File: src/rtl/scope_trigger_ctrl.sv
// scope_trigger_ctrl: trigger/capture sequencer for one scope channel.
// Fills pre-trigger history, arms a hysteresis-qualified level trigger
// (or an auto-trigger on timeout), completes post-trigger capture, then
// freezes the sample buffer for a display dwell time.
module scope_trigger_ctrl #(
    parameter int DATA_W       = 12,
    parameter int DEPTH        = 640,
    parameter int PRE_SAMPLES  = 320,
    parameter int HYST         = 8,
    parameter int AUTO_TIMEOUT = 65535,
    parameter int HOLD_CYCLES  = 2500000
) (
    input  logic              clock,
    input  logic              reset,
    input  logic              sample_en,
    input  logic [DATA_W-1:0] sample_in,
    input  logic [DATA_W-1:0] trig_level,
    input  logic              trig_slope,
    input  logic [1:0]        mode,
    input  logic              arm,
    output logic              hold,
    output logic              wr_en,
    output logic              triggered,
    output logic              auto_flag,
    output logic [2:0]        state
);

    typedef enum logic [2:0] {
        S_IDLE  = 3'd0,
        S_PRE   = 3'd1,
        S_ARMED = 3'd2,
        S_POST  = 3'd3,
        S_HOLD  = 3'd4
    } state_t;

    localparam logic [1:0] MODE_AUTO   = 2'b00;
    localparam logic [1:0] MODE_SINGLE = 2'b10;

    // Strobes written after the trigger strobe before the buffer is frozen.
    localparam int POST_N    = DEPTH - PRE_SAMPLES - 1;
    localparam int CNT_MAX_A = (PRE_SAMPLES > POST_N) ? PRE_SAMPLES : POST_N;
    localparam int CNT_MAX   = (CNT_MAX_A > HOLD_CYCLES) ? CNT_MAX_A : HOLD_CYCLES;
    localparam int CNT_W     = $clog2(CNT_MAX + 1);
    localparam int TMO_W     = $clog2(AUTO_TIMEOUT + 1);
    localparam int DW1       = DATA_W + 1;

    localparam logic [CNT_W-1:0]  PRE_LAST  = CNT_W'(PRE_SAMPLES - 1);
    localparam logic [CNT_W-1:0]  POST_LAST = CNT_W'(POST_N - 1);
    localparam logic [CNT_W-1:0]  HOLD_LAST = CNT_W'(HOLD_CYCLES - 1);
    localparam logic [TMO_W-1:0]  TMO_LAST  = TMO_W'(AUTO_TIMEOUT - 1);
    localparam logic [DW1-1:0]    HYST_X    = DW1'(HYST);
    localparam logic [DW1-1:0]    DATA_MAXX = {1'b0, {DATA_W{1'b1}}};

    // Rising-slope re-arm threshold: level minus hysteresis, floored at 0.
    function automatic logic [DATA_W-1:0] sat_sub_hyst(input logic [DATA_W-1:0] lvl);
        logic [DW1-1:0] ext;
        logic [DW1-1:0] diff;
        ext  = {1'b0, lvl};
        diff = ext - HYST_X;
        if (ext < HYST_X) begin
            return '0;
        end
        return diff[DATA_W-1:0];
    endfunction

    // Falling-slope re-arm threshold: level plus hysteresis, capped at full scale.
    function automatic logic [DATA_W-1:0] sat_add_hyst(input logic [DATA_W-1:0] lvl);
        logic [DW1-1:0] sum;
        sum = {1'b0, lvl} + HYST_X;
        if (sum > DATA_MAXX) begin
            return '1;
        end
        return sum[DATA_W-1:0];
    endfunction

    // States in which the buffer is being written (hold released).
    function automatic logic is_capture(input state_t s);
        return (s == S_PRE) || (s == S_ARMED) || (s == S_POST);
    endfunction

    state_t             state_q, state_d;
    logic               hold_q, hold_d;
    logic               trig_q, trig_d;
    logic               auto_q, auto_d;
    logic               qual_q, qual_d;
    logic [CNT_W-1:0]   cnt_q, cnt_d;
    logic [TMO_W-1:0]   tmo_q, tmo_d;

    logic [DATA_W-1:0]  lo_thr;
    logic [DATA_W-1:0]  hi_thr;
    logic               qual_set;
    logic               hit;
    logic               tmo_hit;

    // Level-crossing detector: qualifier set condition, real hit, and timeout hit.
    always_comb begin
        lo_thr   = sat_sub_hyst(trig_level);
        hi_thr   = sat_add_hyst(trig_level);
        qual_set = 1'b0;
        hit      = 1'b0;
        if (!trig_slope) begin
            qual_set = (sample_in <= lo_thr);
            hit      = qual_q && (sample_in >= trig_level);
        end else begin
            qual_set = (sample_in >= hi_thr);
            hit      = qual_q && (sample_in <= trig_level);
        end
        tmo_hit = (mode == MODE_AUTO) && (tmo_q == TMO_LAST);
    end

    // Sequencer next-state, counters, trigger pulse and auto flag.
    always_comb begin
        state_d = state_q;
        cnt_d   = cnt_q;
        tmo_d   = tmo_q;
        qual_d  = qual_q;
        trig_d  = 1'b0;
        auto_d  = auto_q;

        case (state_q)
            S_IDLE: begin
                // Free-running modes restart at once; single waits for arm.
                if ((mode != MODE_SINGLE) || arm) begin
                    state_d = S_PRE;
                    cnt_d   = '0;
                end
            end
            S_PRE: begin
                if (sample_en) begin
                    if (cnt_q == PRE_LAST) begin
                        state_d = S_ARMED;
                        cnt_d   = '0;
                        qual_d  = 1'b0;
                        tmo_d   = '0;
                    end else begin
                        cnt_d = cnt_q + 1'b1;
                    end
                end
            end
            S_ARMED: begin
                if (sample_en) begin
                    if (hit || tmo_hit) begin
                        // A real crossing on the timeout strobe is reported as real.
                        trig_d = 1'b1;
                        auto_d = !hit;
                        cnt_d  = '0;
                        if (POST_N == 0) begin
                            state_d = S_HOLD;
                        end else begin
                            state_d = S_POST;
                        end
                    end else begin
                        qual_d = qual_q | qual_set;
                        if (mode == MODE_AUTO) begin
                            tmo_d = tmo_q + 1'b1;
                        end
                    end
                end
            end
            S_POST: begin
                if (sample_en) begin
                    if (cnt_q == POST_LAST) begin
                        state_d = S_HOLD;
                        cnt_d   = '0;
                    end else begin
                        cnt_d = cnt_q + 1'b1;
                    end
                end
            end
            S_HOLD: begin
                if (cnt_q == HOLD_LAST) begin
                    cnt_d = '0;
                    if (mode == MODE_SINGLE) begin
                        state_d = S_IDLE;
                    end else begin
                        state_d = S_PRE;
                    end
                end else begin
                    cnt_d = cnt_q + 1'b1;
                end
            end
            default: begin
                state_d = S_IDLE;
                cnt_d   = '0;
            end
        endcase

        hold_d = !is_capture(state_d);
    end

    // State, counters and registered outputs; reset freezes the buffer immediately.
    always_ff @(posedge clock or posedge reset) begin
        if (reset) begin
            state_q <= S_IDLE;
            hold_q  <= 1'b1;
            trig_q  <= 1'b0;
            auto_q  <= 1'b0;
            qual_q  <= 1'b0;
            cnt_q   <= '0;
            tmo_q   <= '0;
        end else begin
            state_q <= state_d;
            hold_q  <= hold_d;
            trig_q  <= trig_d;
            auto_q  <= auto_d;
            qual_q  <= qual_d;
            cnt_q   <= cnt_d;
            tmo_q   <= tmo_d;
        end
    end

    assign wr_en     = sample_en && is_capture(state_q);
    assign hold      = hold_q;
    assign triggered = trig_q;
    assign auto_flag = auto_q;
    assign state     = state_q;

endmodule

File: config.mk
export PLATFORM = sky130hd
export DESIGN_NAME = scope_trigger_ctrl
export DESIGN_NICKNAME = d
export VERILOG_FILES = /design/src/rtl/scope_trigger_ctrl.sv
export SDC_FILE = /design/constraint.sdc
export NUM_CORES = 1
export LEC_CHECK = 0
export BUFFER_PORTS_ARGS = -buffer_cell sky130_fd_sc_hd__clkbuf_2
export CORE_UTILIZATION = 30
export CTS_CLUSTER_DIAMETER = 30
export DETAILED_ROUTE_END_ITERATION = 10
export PLACE_DENSITY_LB_ADDON = 0.25
export SYNTH_ARGS = -nofsm -noshare
export SYNTH_HDL_FRONTEND = slang
export SYNTH_SLANG_ARGS = --single-unit
File: constraint.sdc
create_clock -name clock -period 3.17 [get_ports clock]
set_input_delay 0.317 -clock clock [delete_from_list [all_inputs] [get_ports clock]]
set_output_delay 0.317 -clock clock [all_outputs]
set_load 0.01 [all_outputs]
Word-level counts from Yosys, hierarchy flattened --
Cells that the tools add are included.
Storage, ports and cells: register bits after elaboration 45, latch bits 0, RAM bits 0, ROM bits 0, input port bits 31, output and inout port bits 7, logic and storage cells 99, memories 0
Cells by class: add/subtract/negate cells 4, multipliers 0, divide/modulo/power cells 0, $lt $le $gt $ge 6, equal/unequal tests 21, shift operators 0, mux-type cells 41, bitwise gates (word level) 1, reduce and logical (&&, ||, !) cells 19
Operator list (number):
- $mux 22 | 8
- $pmux 22 s5 | 1
- $mux 16 | 5
- $mux 12 | 4
- $eq 22x9->1 const B | 2
- $pmux 16 s2 | 1
- $ge 12x12->1 | 2
- $le 12x12->1 | 2
- $mux 3 | 8
- $add 22x1->22 const B | 1
- $eq 22x22->1 const B | 1
- $ne 2x2->1 const B | 9
- $add 16x1->16 const B | 1
- $eq 16x16->1 const B | 1
- $pmux 3 s5 | 1
- $add 12x4->13 const B | 1
- $gt 13x12->1 const B | 1
- $eq 3x2->1 const B | 4
- $lt 12x4->1 const B | 1
- $mux 1 | 12
- $sub 12x4->12 const B | 1
- $reduce_and 5->1 | 2
- $eq 3x1->1 const B | 2
- $logic_or 1x1->1 | 6
- 11 further kinds | 15

Logic depth before layout (Yosys ltp) --
depth after elaboration 11, gate-level depth with buffers 16, depth with buffers taken out 16

Least setup slack after synthesis --
Ideal clock, no wire load.
kind input-to-reg, start input trig_level[6], end register qual_q, library setup time 0.127 ns, arrival time 2.847 ns, required time 3.043 ns, path slack 0.196 ns, stages on the path 14, buffers on the path 1, path through clkbuf_1 > inv_1 > nor3_1 > a21oi_1 > nor4_2 > or2_2 > ha_1 > nand2b_1 > a21oi_1 > nor2b_1 > o31ai_1 > a31oi_1 > a41oi_1 > nor2_1
Between the ends: word-level cells in the longest chain between the ends 10, elaborated cells between the ends (all ways) 23, those cells by class add/sub (2); order compare (6); eq/ne (1); mux (9); bitwise (1); reduce/logical (4)
Ends and longest elaborated chain:
- from (decl) | line 17 | input logic [DATA_W-1:0] trig_level,
- $add 12x4->13 | line 69 | sum = {1'b0, lvl} + HYST_X;
- $gt 13x12->1 | line 70 | if (sum > DATA_MAXX) begin
- $mux 1 | line 70
- $mux 12 | line 73 | return sum[DATA_W-1:0];
- $ge 12x12->1 | line 105 | qual_set = (sample_in >= hi_thr);
- $mux 1 | line 101 | if (!trig_slope) begin
- $or 1x1->1 | line 153 | qual_d = qual_q | qual_set;
- $mux 1 | line 142 | if (hit || tmo_hit) begin
- $mux 1 | line 141 | if (sample_en) begin
- $pmux 1 s2 | line 120 | case (state_q)
- to (signal assigned) | line 206 | qual_q <= qual_d;
- to (decl) | line 85 | logic qual_q, qual_d;
Parallel ways exist; a longest one is shown, timed or not. The select of a mux whose other input is x is not followed. A chain may end at the register's enable or synchronous reset.

Final worst setup path --
start input trig_level[3], end register qual_q
The elaborated chain is that of the path after synthesis.

==> run_results.csv <==
group,metric,value,unit
outcome,status,"finished with violations",
outcome,violations,"DRC",
global_routing,track_usage,0.168,
global_routing,grt.overflow.total,0,
clock_tree,ctsLongestPathBuffers,2,
setup_path,required,3.34,ns
cells_and_area,nNetsFinal,629,
power,power_density,315,nW/um^2
yosys,syn-cell-area,4240,sq um
sta,finalSetupViolations,0,
yosys,yosys_warnings,0,
cells_and_area,final_common_cell,"nor2_1",
sta,setup-tns-final,0,ns
yosys,async_reset_ff_frac,1.00,
die,dieArea,14600,sq um
drt,route.vias.total,4115,
cells_and_area,most-common-layout-cells,"nor2_1 (52), dfrtp_1 (44), ha_1 (43)",
clock_tree,clock-sinks,45,
clock_tree,numCtsBuffers,5,
clock_tree,clkTransAtPathRegs,0.06,ns
setup_path,worstSetupPathType,"input pin to register",
power,power.total,1530,uW
cells_and_area,final_core_util,0.352,
power,leakage,0.00212,uW
yosys,synth_cell_types,73,
placed_design,place_congestion,0.867,
die,core,13800,sq um
global_routing,antenna_found_initial,0,
cells_and_area,num_antenna_cells,0,
placed_design,dp_slack,0.0206,ns
drt,drt_pass1_iterations,9,
sta,slew_headroom,0.345,
placed_design,portBuffers,37,
global_routing,grt_max_degree,46,
sta,period_share,0.898,
sta,hold_viol_final,0,
hold_path,hold_path_class,"input pin to asynchronous set/reset pin",
global_routing,grt_pass1_vias,3982,
drt,drc,1,
yosys,syn_nets,588,
die,ios,38,
sta,layout_min_cycle_time,2.85,ns
die,die_h,121,microns
placed_design,dp_hpwl,8890,microns
setup_path,cp_max_fo,6,
drt,final_antenna_net_count,0,
clock_tree,h-tree-depth,2,
yosys,synth_edf_count,0,
clock_tree,clk_latency,0.29,ns
power,vdd_ir_drop_max,0.162,mV
sta,fin_skew,0.00613,ns
yosys,syn_area_per_cell,8.26,sq um
cells_and_area,syn2layout_area_growth,14.6,%
clock_tree,cts_tree,"yes",
job,cap_violations,0,
setup_path,worst_ep_arrival_time,3.02,ns
setup_path,cp-start-kind,"input pin",
clock_tree,post-cts-setup-buffer-count,0,
drt,wl,11700,microns
yosys,netlist_top_cells_area,"dfrtp_1 (26%), ha_1 (13%), nor2_1 (4.6%)",
yosys,synth_seq_cells,45,
yosys,synth_top_area_cell,"dfrtp_1",
sta,slew_violations,0,
global_routing,grt_pass1_wl,19700,microns
setup_path,setup.worst_path.end_class,"register",
sta,tightest_slew,0.981,ns
clock_tree,hold_buffers,0,
clock_tree,cts_resized,0,
sta,setup_slack,0.323,ns
yosys,seq_area_frac_synth,0.266,
die,start_util,0.307,
sta,max_freq,351,MHz
drt,via_per_inst,5.59,
die,die_w,121,microns
drt,first_iter_violations,264,
yosys,synth_top_area_frac,0.259,
yosys,synth_cells,514,
sta,rsz0062_at_grt,"no",
drt,wl_per_cell,15.9,microns
cells_and_area,layout-drive-gt1-share,0.156,
die,rows,43,
clock_tree,cts-root-buf,"clkbuf_16",
yosys,ys.flop_type,"dfrtp_1",
[final cells by class]
cell class | instances | area, sq um
inverter | 31 | 116
timing repair buffer | 59 | 375
fill | 1448 | 8960
tap | 180 | 225
clock inverter | 1 | 5.00
multi-input combinational | 413 | 2880
sequential | 45 | 1130
clock buffer | 7 | 133
[worst paths after layout]
check	start	to	slack (ns)	depth (start not counted)
setup / recovery	trig_level[3]	qual_q	0.32	18
hold / removal	reset	tmo_q[4]	0.24	2
setup reg to reg	cnt_q[1]	cnt_q[5]	0.50	8
hold reg to reg	qual_q	qual_q	0.51	2
max in group asynchronous	reset	tmo_q[3]	2.31	2
min in group clock	arm	hold	0.40	5
[where the power goes]
group / total, uW / switching [uW] / internal [uW]
sequential: 655 / 43.8 / 611
combinational: 368 / 204 / 164
clock: 509 / 217 / 292
total: 1530 / 465 / 1070
[Yosys cell counts (all sizes together), types with 12 or more instances]
cell type / n
ha: 43
clkbuf: 12
nand4: 19
dfrtp: 44
nor2: 52
buf: 13
a21oi: 26
nor3: 19
nand3: 25
o21ai: 18
a221o: 13
inv: 31
a22o: 15
nand2: 41
[flip-flops by register name, indices dropped and copies added (netlist names)]
register / flops
cnt_q: 22
tmo_q: 16
state: 3
auto_flag: 1
hold: 1
qual_q: 1
triggered: 1
[layer usage]
metal  track usage  vias up  wire (microns)
met2         0.286       82            5590
li1              -     2038               -
met3        0.0193        8             442
met5             0        -               0
met4        0.0401        0             114
met1         0.224     1987            5560
[critical path, cell delays in order]
cell and delay (ns):
clkbuf_2 0.15, inv_1 0.08, ha_1 0.33, inv_1 0.08, o211ai_1 0.08, nor3_1 0.19
a21oi_1 0.07, nor4_2 0.23, buf_4 0.19, nor2_1 0.05, ha_1 0.29, a21oi_1 0.17
o22ai_1 0.10, o21a_1 0.17, o21ai_0 0.15, a31oi_1 0.10, a41oi_1 0.21, nor2_1 0.05
[stage by stage]
step	cells	instance area, sq um	hold WS, ns
after floorplan	514	4240	0.460
after global placement	728	4720	0.492
after detailed placement	728	4720	0.500
after CTS	736	4860	0.287
after global routing	736	4860	0.341
final	736	4860	0.241
[logic make-up (layout without fill, tap and decap cells)]
kind of cell             Yosys count  in the layout  share of synthesized area
AND/OR/NAND/NOR                  216            216                      0.272
buffers and inverters             56             98                     0.0557
multiplexers                       9              9                     0.0218
adder cells (fa/ha/maj)           43             43                      0.127
AO/OA/AOI/OAI                    137            137                      0.242
flip-flops                        45             45                      0.266
XOR/XNOR                           8              8                     0.0165
No activity file was read; power rests on OpenSTA's default activity.
